==> src/rtl/wlmont_iter_ctrl_pkg.sv <==
// rtl/wlmont_iter_ctrl_pkg.sv - shared types and parameter helpers for the WL Montgomery sequencer
package wlmont_iter_ctrl_pkg;

    typedef enum logic [2:0] {
        IDLE,
        ISSUE,
        WAIT,
        CORR,
        DONE
    } state_t;

    // Number of W-bit reduction steps needed to consume a LOGQ-bit modulus.
    function automatic int nstep_f(input int logq, input int w);
        return (logq + w - 1) / w;
    endfunction

    // Datapath latency: one extra adder stage once the operand count (m*qH rows
    // plus T>>W plus carry) needs a CSA tree of depth two or more.
    function automatic int dplat_f(input int logq, input int w, input int mullat);
        int rows;
        rows = (((logq - w) < w) ? (logq - w) : w) + 2;
        return (rows >= 4) ? mullat + 1 : mullat;
    endfunction

endpackage

==> src/rtl/wlmont_iter_ctrl_if.sv <==
// rtl/wlmont_iter_ctrl_if.sv - operand/result handshake bundle for the WL Montgomery sequencer
interface wlmont_iter_ctrl_if #(
    parameter int LOGQ = 31,
    parameter int W    = 16
);
    logic [LOGQ-1:0]   q;
    logic [LOGQ-W-1:0] qH;
    logic              in_valid;
    logic              in_ready;
    logic [2*LOGQ-1:0] in_T;
    logic              out_valid;
    logic              out_ready;
    logic [LOGQ-1:0]   out_R;
    logic              busy;

    modport master (
        output q, qH, in_valid, in_T, out_ready,
        input  in_ready, out_valid, out_R, busy
    );

    modport slave (
        input  q, qH, in_valid, in_T, out_ready,
        output in_ready, out_valid, out_R, busy
    );
endinterface

==> src/rtl/wlmont_iter_ctrl_sub.sv <==
// rtl/wlmont_iter_ctrl_sub.sv - one pipelined WL Montgomery step To = (Ti + m*q) >> W
module wlmont_iter_ctrl_sub #(
    parameter int LOGT = 62,
    parameter int LOGQ = 31,
    parameter int W    = 16,
    parameter int LAT  = 2
) (
    input  logic              clk,
    input  logic              rst_n,
    input  logic [LOGT-1:0]   i_ti,
    input  logic [LOGQ-W-1:0] i_qh,
    output logic [LOGT-1:0]   o_to
);
    // With q = qH*2^W + 1 we have -q^-1 = -1 mod 2^W, so m = -Ti mod 2^W and
    // (Ti + m*q) >> W collapses to (Ti >> W) + m*qH + (Ti[W-1:0] != 0).
    logic [W-1:0]      w_t0;
    logic [LOGT-W-1:0] w_t1;
    logic [W-1:0]      w_m;
    logic [LOGQ-1:0]   w_prod;
    logic [LOGT-1:0]   w_sum;

    logic [LOGQ-1:0]   r_prod;
    logic [LOGT-W-1:0] r_t1;
    logic              r_c;

    assign w_t0   = i_ti[W-1:0];
    assign w_t1   = i_ti[LOGT-1:W];
    assign w_m    = W'(0) - w_t0;
    assign w_prod = LOGQ'(w_m) * LOGQ'(i_qh);

    // Multiply stage: register the partial terms.
    always_ff @(posedge clk or negedge rst_n) begin
        if (!rst_n) begin
            r_prod <= '0;
            r_t1   <= '0;
            r_c    <= 1'b0;
        end else begin
            r_prod <= w_prod;
            r_t1   <= w_t1;
            r_c    <= |w_t0;
        end
    end

    assign w_sum = LOGT'(r_t1) + LOGT'(r_prod) + LOGT'(r_c);

    generate
        if (LAT == 1) begin : g_comb_out
            assign o_to = w_sum;
        end else begin : g_pipe_out
            logic [LOGT-1:0] r_pipe [LAT-1];

            // Remaining latency: register the sum, then delay it to total LAT cycles.
            always_ff @(posedge clk or negedge rst_n) begin
                if (!rst_n) begin
                    for (int i = 0; i < LAT - 1; i++) r_pipe[i] <= '0;
                end else begin
                    r_pipe[0] <= w_sum;
                    for (int i = 1; i < LAT - 1; i++) r_pipe[i] <= r_pipe[i-1];
                end
            end

            assign o_to = r_pipe[LAT-2];
        end
    endgenerate
endmodule

==> src/rtl/wlmont_iter_ctrl.sv <==
// rtl/wlmont_iter_ctrl.sv - sequences NSTEP WL Montgomery steps plus a final conditional subtract
module wlmont_iter_ctrl
    import wlmont_iter_ctrl_pkg::*;
#(
    parameter int LOGQ   = 31,
    parameter int W      = 16,
    parameter int MULLAT = 1,
    parameter int DPLAT  = dplat_f(LOGQ, W, MULLAT)
) (
    input  logic                clk,
    input  logic                rst_n,
    wlmont_iter_ctrl_if.slave   bus
);
    localparam int NSTEP = nstep_f(LOGQ, W);
    localparam int TW    = 2 * LOGQ;
    localparam int SW    = $clog2(NSTEP + 1);
    localparam int CW    = $clog2(DPLAT + 1);

    state_t            r_state;
    state_t            w_next;
    logic [TW-1:0]     r_acc;
    logic [LOGQ-1:0]   r_q;
    logic [LOGQ-W-1:0] r_qh;
    logic [SW-1:0]     r_step;
    logic [CW-1:0]     r_wcnt;
    logic [LOGQ-1:0]   r_out;
    logic              r_out_valid;

    logic [TW-1:0]     w_to;
    logic [SW-1:0]     w_step_inc;
    logic              w_last_wait;
    logic              w_ge;
    logic [LOGQ:0]     w_diff;

    assign w_step_inc  = r_step + 1'b1;
    assign w_last_wait = (r_wcnt == CW'(DPLAT - 1));
    // acc < 2q after the last step, so LOGQ+1 bits hold the difference without wrap.
    assign w_ge        = (r_acc >= TW'(r_q));
    assign w_diff      = r_acc[LOGQ:0] - {1'b0, r_q};

    wlmont_iter_ctrl_sub #(
        .LOGT (TW),
        .LOGQ (LOGQ),
        .W    (W),
        .LAT  (DPLAT)
    ) u_sub (
        .clk   (clk),
        .rst_n (rst_n),
        .i_ti  (r_acc),
        .i_qh  (r_qh),
        .o_to  (w_to)
    );

    // State register.
    always_ff @(posedge clk or negedge rst_n) begin
        if (!rst_n) r_state <= IDLE;
        else        r_state <= w_next;
    end

    // Next-state and handshake outputs.
    always_comb begin
        w_next       = r_state;
        bus.in_ready = 1'b0;
        bus.busy     = 1'b1;
        case (r_state)
            IDLE: begin
                bus.in_ready = 1'b1;
                bus.busy     = 1'b0;
                if (bus.in_valid) w_next = ISSUE;
            end
            ISSUE: w_next = WAIT;
            WAIT: begin
                if (w_last_wait) w_next = (w_step_inc == SW'(NSTEP)) ? CORR : ISSUE;
            end
            CORR: w_next = DONE;
            DONE: begin
                if (bus.out_ready) w_next = IDLE;
            end
            default: w_next = IDLE;
        endcase
    end

    // Operand capture, step/wait counters, accumulator update and result register.
    always_ff @(posedge clk or negedge rst_n) begin
        if (!rst_n) begin
            r_acc       <= '0;
            r_q         <= '0;
            r_qh        <= '0;
            r_step      <= '0;
            r_wcnt      <= '0;
            r_out       <= '0;
            r_out_valid <= 1'b0;
        end else begin
            case (r_state)
                IDLE: begin
                    if (bus.in_valid) begin
                        r_acc  <= bus.in_T;
                        r_q    <= bus.q;
                        r_qh   <= bus.qH;
                        r_step <= '0;
                    end
                end
                ISSUE: r_wcnt <= '0;
                WAIT: begin
                    if (w_last_wait) begin
                        r_acc  <= w_to;
                        r_step <= w_step_inc;
                    end else begin
                        r_wcnt <= r_wcnt + 1'b1;
                    end
                end
                CORR: begin
                    r_out       <= w_ge ? w_diff[LOGQ-1:0] : r_acc[LOGQ-1:0];
                    r_out_valid <= 1'b1;
                end
                DONE: begin
                    if (bus.out_ready) r_out_valid <= 1'b0;
                end
                default: ;
            endcase
        end
    end

    assign bus.out_valid = r_out_valid;
    assign bus.out_R     = r_out;
endmodule

==> src/flat_wrapper.sv <==
// flat-port wrapper written by rule: the top's interface ports become plain ports
module wlmont_iter_ctrl_flat import wlmont_iter_ctrl_pkg::*;
#(
    parameter int LOGQ   = 31,
    parameter int W      = 16,
    parameter int MULLAT = 1,
    parameter int DPLAT  = dplat_f(LOGQ, W, MULLAT)
)
  (clk, rst_n, bus_q, bus_qH, bus_in_valid, bus_in_T, bus_out_ready, bus_in_ready, bus_out_valid, bus_out_R, bus_busy);
  wlmont_iter_ctrl_if #(.LOGQ(LOGQ), .W(W)) bus_i ();
  input  logic clk;
  input  logic rst_n;
  input wire logic [$bits(bus_i.q)-1:0] bus_q;
  input wire logic [$bits(bus_i.qH)-1:0] bus_qH;
  input wire logic [$bits(bus_i.in_valid)-1:0] bus_in_valid;
  input wire logic [$bits(bus_i.in_T)-1:0] bus_in_T;
  input wire logic [$bits(bus_i.out_ready)-1:0] bus_out_ready;
  output wire logic [$bits(bus_i.in_ready)-1:0] bus_in_ready;
  output wire logic [$bits(bus_i.out_valid)-1:0] bus_out_valid;
  output wire logic [$bits(bus_i.out_R)-1:0] bus_out_R;
  output wire logic [$bits(bus_i.busy)-1:0] bus_busy;
  assign bus_i.q = bus_q;
  assign bus_i.qH = bus_qH;
  assign bus_i.in_valid = bus_in_valid;
  assign bus_i.in_T = bus_in_T;
  assign bus_i.out_ready = bus_out_ready;
  assign bus_in_ready = bus_i.in_ready;
  assign bus_out_valid = bus_i.out_valid;
  assign bus_out_R = bus_i.out_R;
  assign bus_busy = bus_i.busy;
  wlmont_iter_ctrl #(.LOGQ(LOGQ), .W(W), .MULLAT(MULLAT), .DPLAT(DPLAT)) u_core (.clk(clk), .rst_n(rst_n), .bus(bus_i));
endmodule
==> config.mk <==
export PLATFORM = sky130hd
export DESIGN_NAME = wlmont_iter_ctrl_flat
export DESIGN_NICKNAME = d
export VERILOG_FILES = /design/src/rtl/wlmont_iter_ctrl_pkg.sv /design/src/rtl/wlmont_iter_ctrl_if.sv /design/src/rtl/wlmont_iter_ctrl_sub.sv /design/src/rtl/wlmont_iter_ctrl.sv /design/src/flat_wrapper.sv
export SDC_FILE = /design/constraint.sdc
export NUM_CORES = 1
export LEC_CHECK = 0
export CORE_MARGIN = 2
export CORE_UTILIZATION = 45
export CTS_CLUSTER_DIAMETER = 80
export CTS_CLUSTER_SIZE = 16
export DETAILED_ROUTE_END_ITERATION = 6
export SLEW_MARGIN = 20
export SYNTH_ARGS = -nofsm -noshare
export SYNTH_HDL_FRONTEND = slang
export SYNTH_SLANG_ARGS = --single-unit
export TNS_END_PERCENT = 100
==> constraint.sdc <==
create_clock -name clk -period 16.19 [get_ports clk]
set_input_delay 2.4285 -clock clk [delete_from_list [all_inputs] [get_ports clk]]
set_output_delay 2.4285 -clock clk [all_outputs]
set_load 0.01 [all_outputs]
==> impl_metrics.env <==
export IMPL_final_setup_viol_count=0
export IMPL_drt_pass1_iterations=5
export IMPL_grt_setup_unrepaired="false"
export IMPL_synthDistinctLibCells=82
export IMPL_nets=2907
export IMPL_synth_area_um2=22400
export IMPL_layout_cells_most_common="nand2_1"
export IMPL_worst_clock_skew_ps=33.0
export IMPL_tritoncts_clock_tree="yes"
export IMPL_grtUsageMet3_pct=2.25
export IMPL_r2r_startpoint="u_core.r_acc[0]"
export IMPL_floorplan_die_area_um2=51500
export IMPL_fp_row_count=81
export IMPL_cts_hold_buf=0
export IMPL_floorplan_io_pins=146
export IMPL_async_flop_share_pct=100
export IMPL_finalWorstPathRequiredPeriod_ps=8160
export IMPL_hold_start="u_core.r_acc[58]"
export IMPL_worstSetupPathType="flop to flop"
export IMPL_arrival_ps=8620
export IMPL_number_of_clock_buffers_inserted_by_tritoncts=23
export IMPL_max_slew_worst_pin_slew_ps=984
export IMPL_layout_worst_path_cycle_share_pct=50.4
export IMPL_cts_htree_levels=1
export IMPL_die_w_um=227
export IMPL_initial_core_util_pct=45.7
export IMPL_outcome="completed"
export IMPL_timing_final_hold_violations=0
export IMPL_postCtsResizedCells=0
export IMPL_first_global_vias=17372
export IMPL_synth_main_ff_cell="dfrtp_1"
export IMPL_postRouteWirelength_mm=56.6
export IMPL_port_buffers=145
export IMPL_ctsRootBufferMaster="clkbuf_16"
export IMPL_timing_slew_headroom_pct=34.3
export IMPL_synth_seq_cells=273
export IMPL_post_route_cells_drive_above_1_share_pct=4.23
export IMPL_drc_violation_total_after_the_first_tritonroute_iteration=872
export IMPL_post_synth_inst_count=2364
export IMPL_buffers_inserted_by_post_cts_timing_repair=0
export IMPL_timing_critical_path_from="u_core.r_acc[0]"
export IMPL_grt_first_pass_wirelength_mm=92.7
export IMPL_global_route_overflow_total=0
export IMPL_worst_path_max_fanout=19
export IMPL_hold_path_class="flop to flop"
export IMPL_gpl_final_weighted_congestion=0.897
export IMPL_yosysSeqAreaShare_pct=30.6
export IMPL_placeableCoreArea_um2=49000
export IMPL_estimated_wirelength_of_the_detail_placed_design_mm=44.1
export IMPL_grt_max_degree=179
export IMPL_die_height_um=227
export IMPL_antenna_diode_count=0
export IMPL_max_cap_viol_count=0
export IMPL_tns_ps=0
export IMPL_synth_area_per_cell_um2=9.46
export IMPL_clock_transition_time_at_the_flip_flop_clock_pins_of_the_worst_setup_and_hold_paths_ps=70
export IMPL_layout_area_overhead_vs_synth_pct=12.5
export IMPL_layout_cell_area_non_filler_um2=25100
export IMPL_worst_skew_pair_late_latency_ps=570
export IMPL_worst_ep_required_ps=16660
export IMPL_initial_antenna_violation_count=0
export IMPL_grt_use_total_pct=22.8
export IMPL_cts_path_max_buffers=3
export IMPL_drc_errors=0
export IMPL_synthesis_yosys_warnings=0
export IMPL_syn_num_nets=2820
export IMPL_critical_path_capture_point_type="flop"
export IMPL_start_kind="flop"
export IMPL_dpl_instance_area_um2=24400
export IMPL_wl_per_cell_um=18.1
export IMPL_grt_use_met2_pct=40.5
export IMPL_synth_enable_flop_cells=0
export IMPL_timing_max_transition_violations_final=0
export IMPL_route_vias_total=16624
export IMPL_max_freq_mhz=123
export IMPL_grt_busiest_layer="met2"
export IMPL_cts_sink_count=273
export IMPL_vias_per_cell=5.32
export IMPL_top_library_cells_by_usage_in_the_layout_fill_and_taps_aside="nand2_1 (327), dfrtp_1 (273), inv_1 (260)"
export IMPL_use_met1_pct=29.9
export IMPL_final_antenna_net_count=0
kinds of logic (layout without fill, tap and decap cells):
kind of cell	Yosys count	count (layout)	share of synthesized area, %
and+or+nand+nor	737	737	16.3
AOI/OAI and AO/OA	406	406	11.4
buffers and inverters	360	454	6.15
adders and majority gates	344	344	25.4
DFF	273	273	30.6
xor gates and xnor gates	149	149	5.84
muxes	94	94	4.30
other	1	1	0.0168
synth_stat cells (all sizes together) (4+ instances only):
cell type | number | area, um2
a311oi | 5 | 43.8
a21boi | 4 | 30.0
inv | 260 | 976
nor4 | 18 | 119
mux2 | 16 | 180
o211ai | 7 | 52.6
or2 | 4 | 25.0
or4 | 5 | 45.0
mux2i | 78 | 781
o21bai | 12 | 90.1
a211oi | 9 | 72.6
xor2 | 56 | 490
a21o | 45 | 338
a31o | 4 | 35.0
nor2 | 58 | 218
fa | 182 | 3640
xnor2 | 93 | 815
a221oi | 5 | 61.3
and3 | 12 | 75.1
a21oi | 85 | 448
o21ai | 167 | 843
ha | 162 | 2030
o31ai | 7 | 62.6
nor2b | 17 | 106
a211o | 5 | 43.8
o311ai | 4 | 35.0
dfrtp | 273 | 6830
and2 | 151 | 945
nor3 | 38 | 216
a31oi | 7 | 43.8
nand2 | 328 | 1230
o21a | 12 | 90.1
nand3 | 32 | 165
or3 | 14 | 87.6
clkbuf | 81 | 304
nand2b | 19 | 119
nand4 | 23 | 144
buf | 19 | 93.8
and4 | 5 | 43.8
worst paths after layout:
check,to,slack (ps),cells after the start
worst max-delay path,u_core.u_sub.r_prod[28],8030,27
worst min-delay path,u_core.u_sub.r_t1[42],400,0
worst max register to register,u_core.u_sub.r_prod[28],8030,27
worst min register to register,u_core.u_sub.r_t1[42],400,0
max in group asynchronous,u_core.r_acc[37],12850,2
min in group asynchronous,u_core.r_q[10],1900,1
state kept, by name (all words and copies together), names as in the netlist:
signal and count:
u_core.u_sub.o_to 48, u_core.r_wcnt 2, u_core.u_sub.r_c 1, u_core.bus.out_valid 1, u_core.u_sub.r_prod 31, u_core.bus.out_R 31, u_core.r_qh 15, u_core.r_q 31
u_core.u_sub.r_t1 46, u_core.r_acc 62, u_core.r_step 2, u_core.r_state 3
layout make-up:
| cell class | instances | area, um2 |
|---|---|---|
| flip-flops and latches | 273 | 6830 |
| clock inverters | 7 | 98.8 |
| well taps | 664 | 831 |
| fillers | 4524 | 23800 |
| inverters | 260 | 976 |
| repair buffers | 162 | 1600 |
| clock buffers | 25 | 603 |
| multi-input cells | 1731 | 14200 |
critical path, stage by stage, from the launching register on:
cell and delay, ps:
dfrtp_1 360, buf_4 190, nor3_1 420, nand2_1 150, o41a_1 340, nor2_1 160
buf_4 270, nand2_1 110, fa_1 530, fa_1 490, inv_1 50, fa_1 510
fa_1 440, fa_1 550, inv_1 50, fa_1 530, inv_1 40, ha_1 360
a21oi_1 210, o21bai_1 80, a21oi_1 210, a21oi_1 140, o31a_1 320, o41ai_1 520
nor2_1 170, or3_1 420, a41oi_1 260, xnor2_1 160
per-layer routing:
layer	vias up	part of all wire, %
li1	7995	-
met1	8261	44
met2	285	50
met3	83	3.4
met4	0	2.3
met5	-	0
stage by stage:
step | hold slack (ps) | worst slack, ps | util [%] | instances
floorplan | 366 | 8730 | - | 2364
global placement | 390 | 8070 | 49.9 | 3090
detailed placement | 386 | 7910 | 49.9 | 3090
CTS | 403 | 7880 | 51.3 | 3122
global route | 410 | 7520 | 51.4 | 3122
finish | 400 | 8030 | 51.4 | 3122
Power is not shown: default switching activity piles up to over one toggle a cycle in this logic, so the estimate is an artifact.
